===== config.mk =====
export PLATFORM = sky130hd
export DESIGN_NAME = inst_fetch
export DESIGN_NICKNAME = d
export VERILOG_FILES = /design/src/rtl/inst_fetch.sv
export SDC_FILE = /design/constraint.sdc
export NUM_CORES = 1
export LEC_CHECK = 0
export ABC_AREA = 1
export CAP_MARGIN = 5
export CORE_MARGIN = 5
export CORE_UTILIZATION = 40
export DETAILED_ROUTE_END_ITERATION = 10
export GPL_ROUTABILITY_DRIVEN = 1
export PLACE_DENSITY = 0.65
export SYNTH_ARGS = -nofsm -noshare
export SYNTH_HDL_FRONTEND = slang
export SYNTH_SLANG_ARGS = --single-unit

===== constraint.sdc =====
create_clock -name clk -period 2.61 [get_ports clk]
set_input_delay 0.6525 -clock clk [delete_from_list [all_inputs] [get_ports clk]]
set_output_delay 0.6525 -clock clk [all_outputs]
set_load 0.01 [all_outputs]

===== src/rtl/inst_fetch.sv =====
// Byte-serial instruction fetch: four single-byte RAM reads assembled little-endian; 5 cycles to if_valid without mem_busy.
// Stalls on mem_busy (no issue) and id_stall (holds the presented instruction); jump_enable redirects from any state.
module inst_fetch (
  input  logic        clk,
  input  logic        rst,
  input  logic        mem_busy,
  input  logic [7:0]  mem_din,
  output logic        mem_rd,
  output logic [31:0] mem_a,
  input  logic        id_stall,
  input  logic        jump_enable,
  input  logic [31:0] JPC,
  output logic        if_valid,
  output logic [31:0] if_pc,
  output logic [31:0] if_inst
);

  typedef enum logic {FETCH, READY} state_t;

  state_t      state;
  logic [31:0] pc;
  logic [2:0]  issue_cnt;
  logic [2:0]  recv_cnt;
  logic        pending;
  logic [23:0] byte_buf;
  logic        issue;

  // rst gates the strobe so the port is quiet the instant reset asserts
  assign issue  = rst && (state == FETCH) && (issue_cnt < 3'd4) && !mem_busy && !jump_enable;
  assign mem_rd = issue;
  assign mem_a  = issue ? (pc + {29'd0, issue_cnt}) : 32'd0;

  always_ff @(posedge clk or negedge rst) begin
    if (!rst) begin
      state     <= FETCH;
      pc        <= 32'd0;
      issue_cnt <= 3'd0;
      recv_cnt  <= 3'd0;
      pending   <= 1'b0;
      byte_buf  <= 24'd0;
      if_valid  <= 1'b0;
      if_pc     <= 32'd0;
      if_inst   <= 32'd0;
    end else if (jump_enable) begin
      // a byte in flight from the old stream is dropped by clearing pending
      state     <= FETCH;
      pc        <= JPC;
      issue_cnt <= 3'd0;
      recv_cnt  <= 3'd0;
      pending   <= 1'b0;
      if_valid  <= 1'b0;
    end else begin
      pending <= issue;
      if (issue) begin
        issue_cnt <= issue_cnt + 3'd1;
      end
      if (pending) begin
        recv_cnt <= recv_cnt + 3'd1;
        case (recv_cnt[1:0])
          2'd0: byte_buf[7:0]   <= mem_din;
          2'd1: byte_buf[15:8]  <= mem_din;
          2'd2: byte_buf[23:16] <= mem_din;
          2'd3: begin
            if_inst  <= {mem_din, byte_buf};
            if_pc    <= pc;
            if_valid <= 1'b1;
            state    <= READY;
          end
          default: ;
        endcase
      end
      if ((state == READY) && !id_stall) begin
        state     <= FETCH;
        pc        <= pc + 32'd4;
        issue_cnt <= 3'd0;
        recv_cnt  <= 3'd0;
        if_valid  <= 1'b0;
      end
    end
  end

endmodule


After elaboration in Yosys (flattened, before gate mapping). Cells that the tools add are included. W data, S select, Z words.

Add/sub/neg operators: 4. Magnitude comparators: 1. Eq/ne operators: 3. Muxes and demuxes: 14. Bitwise logic cells: 2. Reduce and logical (&&, ||, !) cells: 18.

Operators with widths (count): $mux W32 (3); $add A32 B3 Y32 (1); $add A32 B3 Y32 const B (1); $mux W3 (6); $reduce_and A3 Y1 (4); $reduce_bool A3 Y1 (3); $add A3 B1 Y3 const B (2); $logic_and A1 B1 Y1 (5); $mux W1 (5); $eq A2 B2 Y1 const B (2); $logic_not A1 Y1 (3); $lt A3 B3 Y1 const B (1); $eq A2 B1 Y1 const B (1); $logic_not A2 Y1 (1); $not A1 Y1 (2); $reduce_and A2 Y1 (1); $reduce_bool A2 Y1 (1).

Bits in registers: 128. Input port bits: 45. Output and inout bits: 98. Word-level logic and storage cells: 52.

Depth between registers and ports, before layout. Gate-level depths: netlist of run 1.

Word-level depth: 8. Gate-level depth with buffers: 12. Depth with buffers taken out: 12.

Least setup slack after synthesis of run 1. OpenSTA, ideal clock, no wires.

Path kind: register to output. From: register issue_cnt[0]. To: output mem_a[24]. Arrival: 1.797 ns. Data required time: 1.957 ns. Slack: 0.161 ns. Stages on the path, launching flop included: 12. Path buffers: 0. Path through: dfrtp_1 > ha_1 > inv_1 > fa_1 > inv_1 > nand2_1 > nand2_1 > nand2_1 > nor2_1 > nand2_1 > xor2_1 > nor2_1.

Word-level cells in the longest chain between the ends: 5.

RTL lines: from (decl) (line 22) `logic [2:0] issue_cnt;`; from (signal assigned) (line 55) `issue_cnt <= issue_cnt + 3'd1;`; parallel branches: the longest is 4 deep, another holds $add A32 B3 Y32; $mux W32 (*) (line 31) `assign mem_a = issue ? (pc + {29'd0, issue_cnt}) : 32'd0;`; to (decl) (line 9) `output logic [31:0] mem_a,`.

Mark *: on every way between the ends.

Worst setup path in the final report of run 1.
From: register issue_cnt[0]. To: output mem_a[22].

Same word-level chain as after synthesis.

==> results of run 1 <==
cells in the mapped netlist:
cell type	instances
inv_2	4
nor3_1	8
nor2_1	94
a31oi_1	3
a21oi_1	22
nor2_2	11
o21bai_1	3
nand3_1	54
o21ai_0	85
ha_1	9
inv_1	77
clkbuf_1	10
o22ai_1	2
mux2_2	26
buf_4	3
nor3b_1	1
fa_1	1
o221ai_1	1
nand2_2	5
dfrtp_1	127
xor2_1	13
clkbuf_2	1
nor2_4	10
o311ai_0	1
xnor2_1	1
buf_2	13
o211ai_1	4
nand4_1	4
nand3_2	2
o21ai_1	3
nand2_1	230
logic make-up (layout without fill, tap and decap cells):
logic type	count (synthesis)	count (layout)
adders and majority gates	10	10
xor gates and xnor gates	14	14
buffers and inverters	108	380
muxes	26	26
and+or+nand+nor	419	419
DFF	127	127
AOI/OAI and AO/OA	124	124
flip-flops by register name, indices dropped and copies added (netlist names):
signal / flops
issue_cnt: 3
if_pc: 32
if_inst: 32
recv_cnt: 2
state: 1
pc: 32
pending: 1
byte_buf: 24
metal layers:
layer	part of all wire (%)	up-vias	GRT usage, %
li1	-	3182	-
met1	42	3064	30.41
met2	48	249	39.16
met3	5.6	64	4.144
met4	3.9	0	10.35
met5	0	-	0
timing repair:
item,CTS,global route
endpoints found under the hold margin,0,0
gates resized for setup,258,51
endpoints found under the setup margin,33,33
buffers inserted,27,10
pin swaps,39,41
hold buffers,0,0
area by class of cell:
| type | count | area, µm² |
|---|---|---|
| well taps | 220 | 275.3 |
| repair buffers | 268 | 2445 |
| clock buffers | 19 | 452.9 |
| clock inverters | 12 | 111.4 |
| multi-input cells | 593 | 3468 |
| fillers | 1382 | 6161 |
| flip-flops and latches | 127 | 3181 |
| inverters | 81 | 312.8 |
layout by cell type (no fill, tap or decap), types with 3 or more instances in the layout:
cell type / n
o21ai_2: 8
inv_1: 70
buf_4: 87
nor3_1: 3
a31oi_1: 3
nor2_4: 22
nand3_4: 4
xor2_1: 8
nor2_2: 21
ha_1: 6
nand4_1: 4
clkinvlp_4: 4
buf_12: 8
o21ai_1: 3
buf_2: 30
mux2_2: 26
nor3_2: 4
clkbuf_16: 17
a21oi_1: 16
nand2_4: 6
clkinv_2: 3
inv_2: 8
o211ai_1: 4
o21bai_1: 3
clkdlybuf4s50_1: 107
nand2_2: 18
a21oi_2: 5
xor2_2: 4
dfrtp_1: 125
nor2_1: 72
nand3_1: 46
buf_6: 33
nand3_2: 6
nand2_1: 209
clkinv_4: 3
o21ai_0: 76
power by group through the flow:
| stage | clock [mW] | sequential (mW) | combinational (mW) |
|---|---|---|---|
| after floorplan | 0 | 2.19 | 0.315 |
| after global placement | 0 | 2.19 | 0.679 |
| after detailed placement | 0 | 2.20 | 0.684 |
| after CTS | 2.33 | 2.17 | 0.757 |
| after global routing | 2.42 | 2.18 | 0.879 |
| final | 2.30 | 2.17 | 0.796 |
worst paths after layout:
| path | slack, ns | depth (start not counted) | end |
|---|---|---|---|
| max | -0.39 | 13 | mem_a[22] |
| max in group asynchronous | 0.79 | 3 | if_pc[20]$_DFFE_PN0P_ |
| min | 0.41 | 2 | if_inst[6]$_DFFE_PN0P_ |
| min in group clk | 0.48 | 2 | byte_buf[2]$_DFFE_PN0P_ |
| max reg2reg | 0.52 | 11 | pc[30]$_DFFE_PN0N_ |
| min reg2reg | 0.48 | 2 | byte_buf[2]$_DFFE_PN0P_ |
stage by stage:
| stage | setup TNS [ns] | std cells | hold slack [ns] |
|---|---|---|---|
| 2_1_floorplan | 0 | 828 | 0.3569 |
| 3_3_place_gp | -19.33 | 1264 | 0.4615 |
| 3_5_place_dp | -20.54 | 1264 | 0.4707 |
| 4_1_cts | -8.033 | 1318 | 0.4357 |
| 5_1_grt | -9.334 | 1320 | 0.4745 |
| 6_report | -6.334 | 1320 | 0.4054 |
==> summary.md, run 1 <==
| Metric | Value |
|---|---|
| Post-route cell area | 10,250 µm² |
| H-tree depth | 4 |
| Mapped Area | 6604 µm² |
| Worst setup EP type | primary output |
| RSZ-0062 raised after global routing | true |
| Critical Path Slowest Stage Cell | dfrtp_1 |
| Simple-Gate Fraction of Synth Area | 27.13% |
| Remaining antenna violation count | 0 |
| Slew at the pin closest to its max-slew limit | 0.9353 ns |
| Sum of buffers and inverters on the critical path | 5 |
| Critical path, cell by cell | ha_2 -> inv_2 -> fa_2 -> inv_2 -> nand2_4 -> nand2_4 -> nand3_4 -> buf_6 -> inv_2 -> nand2_2 -> xor2_1 -> nor2_1 -> buf_2 |
| Total Routed Length | 22,390 µm |
| Die Y | 138.5 µm |
| Input/output buffers | between 100 and 150 |
| VDD IR max | 0.4406 mV |
| Slew headroom | 37.65% |
| Mux cell area share after synthesis | under 10% |
| Tot GR Track Use | 23.61% |
| Switching Share | 28.20% |
| Cells after Synth | 828 |
| Vias in the first global route | 6,628 |
| DR pass1 iterations | 5 |
| End-of-flow core utilization | 62.45% |
| Layout area overhead | 55.15% |
| Crit path launch type | flop |
| Die Width | approximately 140 µm |
| Sink Count | between 100 and 150 |
| Final HPWL DP | between 15,000 and 20,000 µm |
| Power Density | ~510 nW/µm² |
| Max-slew violation count | 0 |
| Largest net degree at the start of global routing | 75 |
| Worst EP required | about 2.0 ns |
| Synth Area in XOR/XNOR | 1.857% |
| Combinational group share of total power | 15.1% |
| Initial antenna violation count | 0 |
| Via count | 6,559 |
| Top delay family on crit path | adder cells |
| Hold Path Class | in2async |
| Failing checks | negative setup slack |
| Final setup margin | -0.3870 ns |
| Clk slew on worst S/H paths | 0.06 ns |
| Row cnt | 47 |
| Sequential area share after synthesis | roughly 48% |
| Remaining global-route overflow | 0 |
| Largest family of logic cells by synthesized area | simple AND/OR/NAND/NOR gates |
| Root buf cell | clkbuf_16 |
| Worst Setup SP | issue_cnt[0]$_DFFE_PN0P_ |
| Max FO, Critical Path | 4 |
| Share of cells above drive strength 1 | 30.73% |
| Tcrit/Tclk final | 114.8% |
| Clock share of power | a little over two fifths |
| Mean Syn Cell Area | 7.976 µm² |
| Total power | 5.268 mW |
| Max Cap Viol | 0 |
| Final Setup Violations | 30 |
| Reg2reg start | pc[3]$_DFFE_PN0N_ |
| Core Box Area | ~16,000 µm² |
| Synth top area share | 48.12% |
| Syn Nets | about 900 |
| Skew-Pair Late Insertion Delay | about 0.43 ns |
| Final hold vios | 0 |
| Clock Tree Buf Depth | 2 |
| Starting DRT DRC Count | 347 |
| Internal power | 3.783 mW |
| Post-Synth Adder-Cell Area | 2.008% |
| DRC Markers | 0 |
| Crit-path most repeated cell | inv_2 |
| Post-route minimum period | 2.997 ns |
| Run status | finished with violations |
| Sequential power share | about two fifths |
| Critical Path AT | between 2 and 2.5 ns |
| RD Place Congestion | 0.9300 |
| Netlist cell types | 31 |
| Vias/cell | 4.969 |
| Setup Skew | between 0.01 and 0.015 ns |
| Routed length per instance | 16.96 µm |
| Boundary Pins | 143 |
| Switching power | approximately 1.5 mW |
| Dominant cells by area after synthesis | dfrtp_1 48%, nand2_1 13%, o21ai_0 6.4% |
| Critical path class | reg2out |
| P_leak | 4.723 nW |
| CTS tree | yes |
| Fin nets | between 1k and 1.5k |
| Total CTS buffers | 17 |
| Diode count | 0 |
| Yosys reg bits | 127 |
| Yosys synthesis warning count | 0 |
| First-pass GRT wire length | 35,940 µm |
| Area after DPL | 9021 µm² |
| DP Worst Slack | -0.7352 ns |
| Slowest cell delay on critical path | 0.35 ns |
| Full die area | 19,180 µm² |
| Achievable Freq | 333.7 MHz |
| Synth Area in Compound Gates | 9.871% |
| Starting Density | 40.25% |
| Cell taking the most area after synthesis | dfrtp_1 |
(Power assumes the default switching activity.)
==> inputs of run 2 (changes only) <==
- GPL_TIMING_DRIVEN: not set -> 0
==> summary.md, run 2 (synthesis results as in run 1) <==
| Metric | Value |
|---|---|
| Total Routed Length | 23,060 µm |
| DR pass1 iterations | 6 |
| Routed length per instance | 18.30 µm |
| Starting DRT DRC Count | 518 |
| Setup Skew | 0.009689 ns |
| Slowest cell delay on critical path | 0.40 ns |
| Row cnt | 47 |
| Vias/cell | 5.090 |
| H-tree depth | 4 |
| Critical path, cell by cell | ha_4 -> inv_2 -> fa_2 -> inv_2 -> nand2_4 -> nand2_4 -> nand3_4 -> nor2_4 -> buf_6 -> xor2_1 -> nor2_1 -> buf_2 |
| Max Cap Viol | 0 |
| Worst EP required | a little under 2 ns |
| Skew-Pair Late Insertion Delay | 0.42 ns |
| Critical path class | reg2out |
| CTS tree | yes |
| Root buf cell | clkbuf_16 |
| RD Place Congestion | 0.9474 |
| First-pass GRT wire length | approximately 37,000 µm |
| Power Density | 561.2 nW/µm² |
| Crit path launch type | flop |
| End-of-flow core utilization | 59.34% |
| Fin nets | around 1.1k |
| Hold-fix buffers, CTS | 0 |
| Die Width | about 140 µm |
| Final setup margin | -0.3951 ns |
| Critical Path Slowest Stage Cell | dfrtp_1 |
| Tcrit/Tclk final | 115.1% |
| Clock Tree Buf Depth | 2 |
| Die Y | 138.5 µm |
| Critical Path AT | roughly 2.4 ns |
| Diode count | 0 |
| Top delay family on crit path | simple AND/OR/NAND/NOR gates |
| Final hold vios | 0 |
| Full die area | 19,180 µm² |
| Initial antenna violation count | 0 |
| P_leak | 4.357 nW |
| Commonest non-fill, non-tap cell in the layout | nand2_1 |
| Final HPWL DP | 16,450 µm |
| Fillers | 1,476 |
| Internal power | 4.002 mW |
| Achievable Freq | 332.8 MHz |
| Sink Count | 127 |
| Failing checks | negative setup slack |
| Core Box Area | about 16,000 µm² |
| DP Worst Slack | -1.019 ns |
| Clk slew on worst S/H paths | 0.06 ns |
| Remaining antenna violation count | 0 |
| Via count | 6,414 |
| Reg-to-reg setup timing slack | 0.45 ns |
| Input/output buffers | 141 |
| Hold Path Class | in2async |
| FF-to-FF path depth | 6 |
| DRC Markers | 0 |
| Switching power | 1.462 mW |
| Top Registers | if_inst: 32 flops, if_pc: 32 flops, pc: 32 flops |
| Reg2reg start | state$_DFFE_PN0P_ |
| Slew at the pin closest to its max-slew limit | 0.7990 ns |
| Max FO, Critical Path | 4 |
| Max-slew violation count | 0 |
| Switching Share | between 20% and 30% |
| VDD IR max | approximately 0.40 mV |
| Worst setup EP type | primary output |
| Worst Setup SP | issue_cnt[0]$_DFFE_PN0P_ |
| Vias in the first global route | around 6.6k |
| Sum of buffers and inverters on the critical path | 4 |
| Largest net degree at the start of global routing | 79 |
| Starting Density | about 40% |
| Tot GR Track Use | about a quarter |
| Commonest cells after routing, fill and taps aside | 213 x nand2_1, 121 x dfrtp_1, 106 x clkdlybuf4s50_1 |
| Final Setup Violations | 29 |
| Stages on the worst setup path | 12 |
| Layout area overhead | 47.42% |
| Sequential power share | 40.3% |
| Post-route minimum period | 3.005 ns |
| RSZ-0062 raised after global routing | true |
| Boundary Pins | 143 |
| Combinational group share of total power | 12.5% |
| Run status | finished with violations |
| Share of cells above drive strength 1 | 25.48% |
| Remaining global-route overflow | 0 |
| Slew headroom | 46.74% |
| Clock share of power | 47.2% |
| Total CTS buffers | 17 |
-- run 2: power groups by stage --
stage,Sequential [mW],Clock (mW),Combinational (mW)
floorplan,2.19,0,0.315
global placement,2.22,0,0.558
detailed placement,2.22,0,0.569
CTS,2.19,2.61,0.656
global route,2.21,2.70,0.755
finish,2.20,2.58,0.683
-- run 2: path summary, 6_finish.rpt --
check | to
setup / recovery | mem_a[14]
hold reg to reg | byte_buf[23]$_DFFE_PN0P_
hold / removal | if_inst[4]$_DFFE_PN0P_
max in group asynchronous | pc[7]$_DFFE_PN0N_
min in group clk | byte_buf[23]$_DFFE_PN0P_
setup reg to reg | pc[5]$_DFFE_PN0N_
-- run 2: final cells by class --
type                       count  area [µm²]  share of cell area, %
multi-input combinational    593        3471                  35.65
tap                          220       275.3                  2.827
clock inverter                12       180.2                  1.851
buffer                        27       157.7                  1.619
timing repair buffer         181        1705                  17.52
sequential                   127        3186                  32.72
inverter                      81       307.8                  3.162
clock buffer                  19       452.9                  4.652
-- run 2: repair_timing --
| action | CTS | global route |
|---|---|---|
| buffers inserted | 33 | 7 |
| setup endpoints to repair | 33 | 33 |
| pin swaps | 31 | 31 |
| gates resized for setup | 255 | 36 |
| cloned | 1 | 0 |
-- run 2: per-stage QoR --
stage	hold WS [ns]	cells	total power, mW	cell area (µm²)	TNS [ns]
global route	0.1699	1260	5.669	9736	-8.661
CTS	0.1507	1255	5.455	9565	-6.254
global placement	0.4651	1189	2.774	8290	-763.33
floorplan	0.3569	828	2.501	6604	0
detailed placement	0.4712	1190	2.785	8319	-28.01
finish	0.1437	1260	5.464	9736	-6.098
-- run 2: routing by layer --
layer  wire [µm]  vias to the layer above  GRT usage (%)
met4         697                        0          8.788
met5           0                        -              0
li1            -                     3076              -
met2       11200                      235          41.47
met1       10070                     3053          31.63
met3        1092                       50          3.971
==> inputs of run 3 (changes only) <==
- CORE_MARGIN: 5 -> not set
- SKIP_LAST_GASP: not set -> 1
- clock period: 2.61 -> 3.1 ns (I/O delays scaled with it)
==> summary.md, run 3 (synthesis results as in run 1) <==
| Metric | Value |
|---|---|
| Clk slew on worst S/H paths | 0.06 ns |
| Setup Skew | 0.009549 ns |
| Crit path launch type | flop |
| Slew headroom | between 50% and 60% |
| End-of-flow core utilization | 59.49% |
| Run status | finished with violations |
| Boundary Pins | around 140 |
| Final setup margin | -0.05143 ns |
| Row cnt | 46 |
| Top Registers | if_inst: 32 flops, if_pc: 32 flops, pc: 32 flops |
| Diode count | 0 |
| Commonest non-fill, non-tap cell in the layout | nand2_1 |
| Critical Path AT | 2.38 ns |
| VDD IR max | 0.3611 mV |
| Tcrit/Tclk final | 101.7% |
| Fin nets | 1,079 |
| Input/output buffers | 141 |
| Die Width | 130.5 µm |
| Starting DRT DRC Count | 467 |
| DRC Markers | 0 |
| Clock Tree Buf Depth | 2 |
| First-pass GRT wire length | between 30,000 and 40,000 µm |
| Root buf cell | clkbuf_16 |
| Tot GR Track Use | between 20% and 30% |
| Final hold vios | 0 |
| Vias in the first global route | 6,337 |
| Initial antenna violation count | 0 |
| Post-route minimum period | 3.151 ns |
| RSZ-0062 raised after global routing | true |
| Hold Path Class | in2async |
| Share of cells above drive strength 1 | 21.02% |
| H-tree depth | 4 |
| Commonest cells after routing, fill and taps aside | 221 x nand2_1, 122 x dfrtp_1, 107 x clkdlybuf4s50_1 |
| Total power | 4.393 mW |
| Skew-Pair Late Insertion Delay | 0.43 ns |
| Remaining global-route overflow | 0 |
| Failing checks | negative setup slack |
| Slew at the pin closest to its max-slew limit | 0.7316 ns |
| Critical path class | reg2out |
| Total Routed Length | 22,810 µm |
| RD Place Congestion | 0.9401 |
| Achievable Freq | 317.3 MHz |
| Max Cap Viol | 0 |
| Vias/cell | a little over 5 |
| Worst setup EP type | primary output |
| DP Worst Slack | -1.205 ns |
| Total CTS buffers | 17 |
| Die Y | 130.5 µm |
| Max FO, Critical Path | 5 |
| Remaining antenna violation count | 0 |
| DR pass1 iterations | 5 |
| CTS tree | yes |
| Layout area overhead | 44.13% |
| Via count | 6,427 |
| Final HPWL DP | 15,910 µm |
| Sink Count | 127 |
| Routed length per instance | about 18 µm |
| Core Box Area | 16,000 µm² |
| Final Setup Violations | 7 |
| Full die area | around 17,000 µm² |
| Fillers | 1,511 |
| Power Density | between 400 and 500 nW/µm² |
| P_leak | around 4.3 nW |
| Largest net degree at the start of global routing | 36 |
| Worst EP required | 2.32 ns |
| Max-slew violation count | 0 |
| Starting Density | 41.27% |
[run 3: worst paths after layout]
| kind | slack (ns) | cells after the start | start | to |
|---|---|---|---|---|
| max in group asynchronous | 2.31 | 3 | rst | pc[3]$_DFFE_PN0N_ |
| max reg2reg | 1.05 | 11 | pc[2]$_DFFE_PN0N_ | pc[30]$_DFFE_PN0N_ |
| min in group clk | 0.48 | 2 | if_pc[30]$_DFFE_PN0P_ | if_pc[30]$_DFFE_PN0P_ |
| min | 0.19 | 1 | rst | if_inst[19]$_DFFE_PN0P_ |
| max | -0.05 | 9 | issue_cnt[2]$_DFFE_PN0P_ | mem_a[27] |
| min reg2reg | 0.48 | 2 | if_pc[30]$_DFFE_PN0P_ | if_pc[30]$_DFFE_PN0P_ |
[run 3: what timing repair did]
item / CTS / global route
gates resized for setup: 140 / 47
gates cloned: 3 / 0
pin swaps: 18 / 19
buffers inserted: 23 / 9
endpoints found under the setup margin: 33 / 30
hold buffers: 0 / 0
[run 3: area by class of cell]
type	count	area [µm²]	share of cell area, %
flip-flops and latches	127	3184	33.46
repair buffers	177	1714	18.01
inverters	81	312.8	3.286
plain buffers	27	146.4	1.538
clock buffers	17	425.4	4.470
well taps	216	270.3	2.839
clock inverters	15	155.1	1.630
multi-input cells	593	3309	34.77
[run 3: power by group]
part	switching (mW)	internal, mW
Sequential	0.100	1.75
Combinational	0.336	0.227
Clock	0.855	1.13
[run 3: critical path: stages (launching register included)]
cell,delay (ns)
dfrtp_1,0.42
ha_4,0.18
inv_1,0.21
nand2_1,0.15
a21oi_4,0.26
nor2_2,0.11
nand2_1,0.09
xor2_1,0.20
nor2_1,0.05
dlygate4sd2_1,0.28
[run 3: routing by layer]
metal | GRT usage, % | up-vias | share of wire (%)
met3 | 4.560 | 49 | 5.9
li1 | - | 3074 | -
met4 | 11.56 | 0 | 3.1
met1 | 37.89 | 3043 | 44
met5 | 0 | - | 0
met2 | 45.85 | 261 | 47
[run 3: metrics by stage]
| step | area (µm²) | hold WS, ns | TNS (ns) | instances |
|---|---|---|---|---|
| final | 9518 | 0.1909 | -0.1683 | 1253 |
| after global routing | 9518 | 0.1939 | -1.151 | 1253 |
| after CTS | 9379 | 0.1857 | -0.3917 | 1244 |
| after detailed placement | 8314 | 0.4697 | -33.01 | 1186 |
| after global placement | 8285 | 0.4643 | -712.09 | 1185 |
| after floorplan | 6604 | 0.4492 | 0 | 828 |
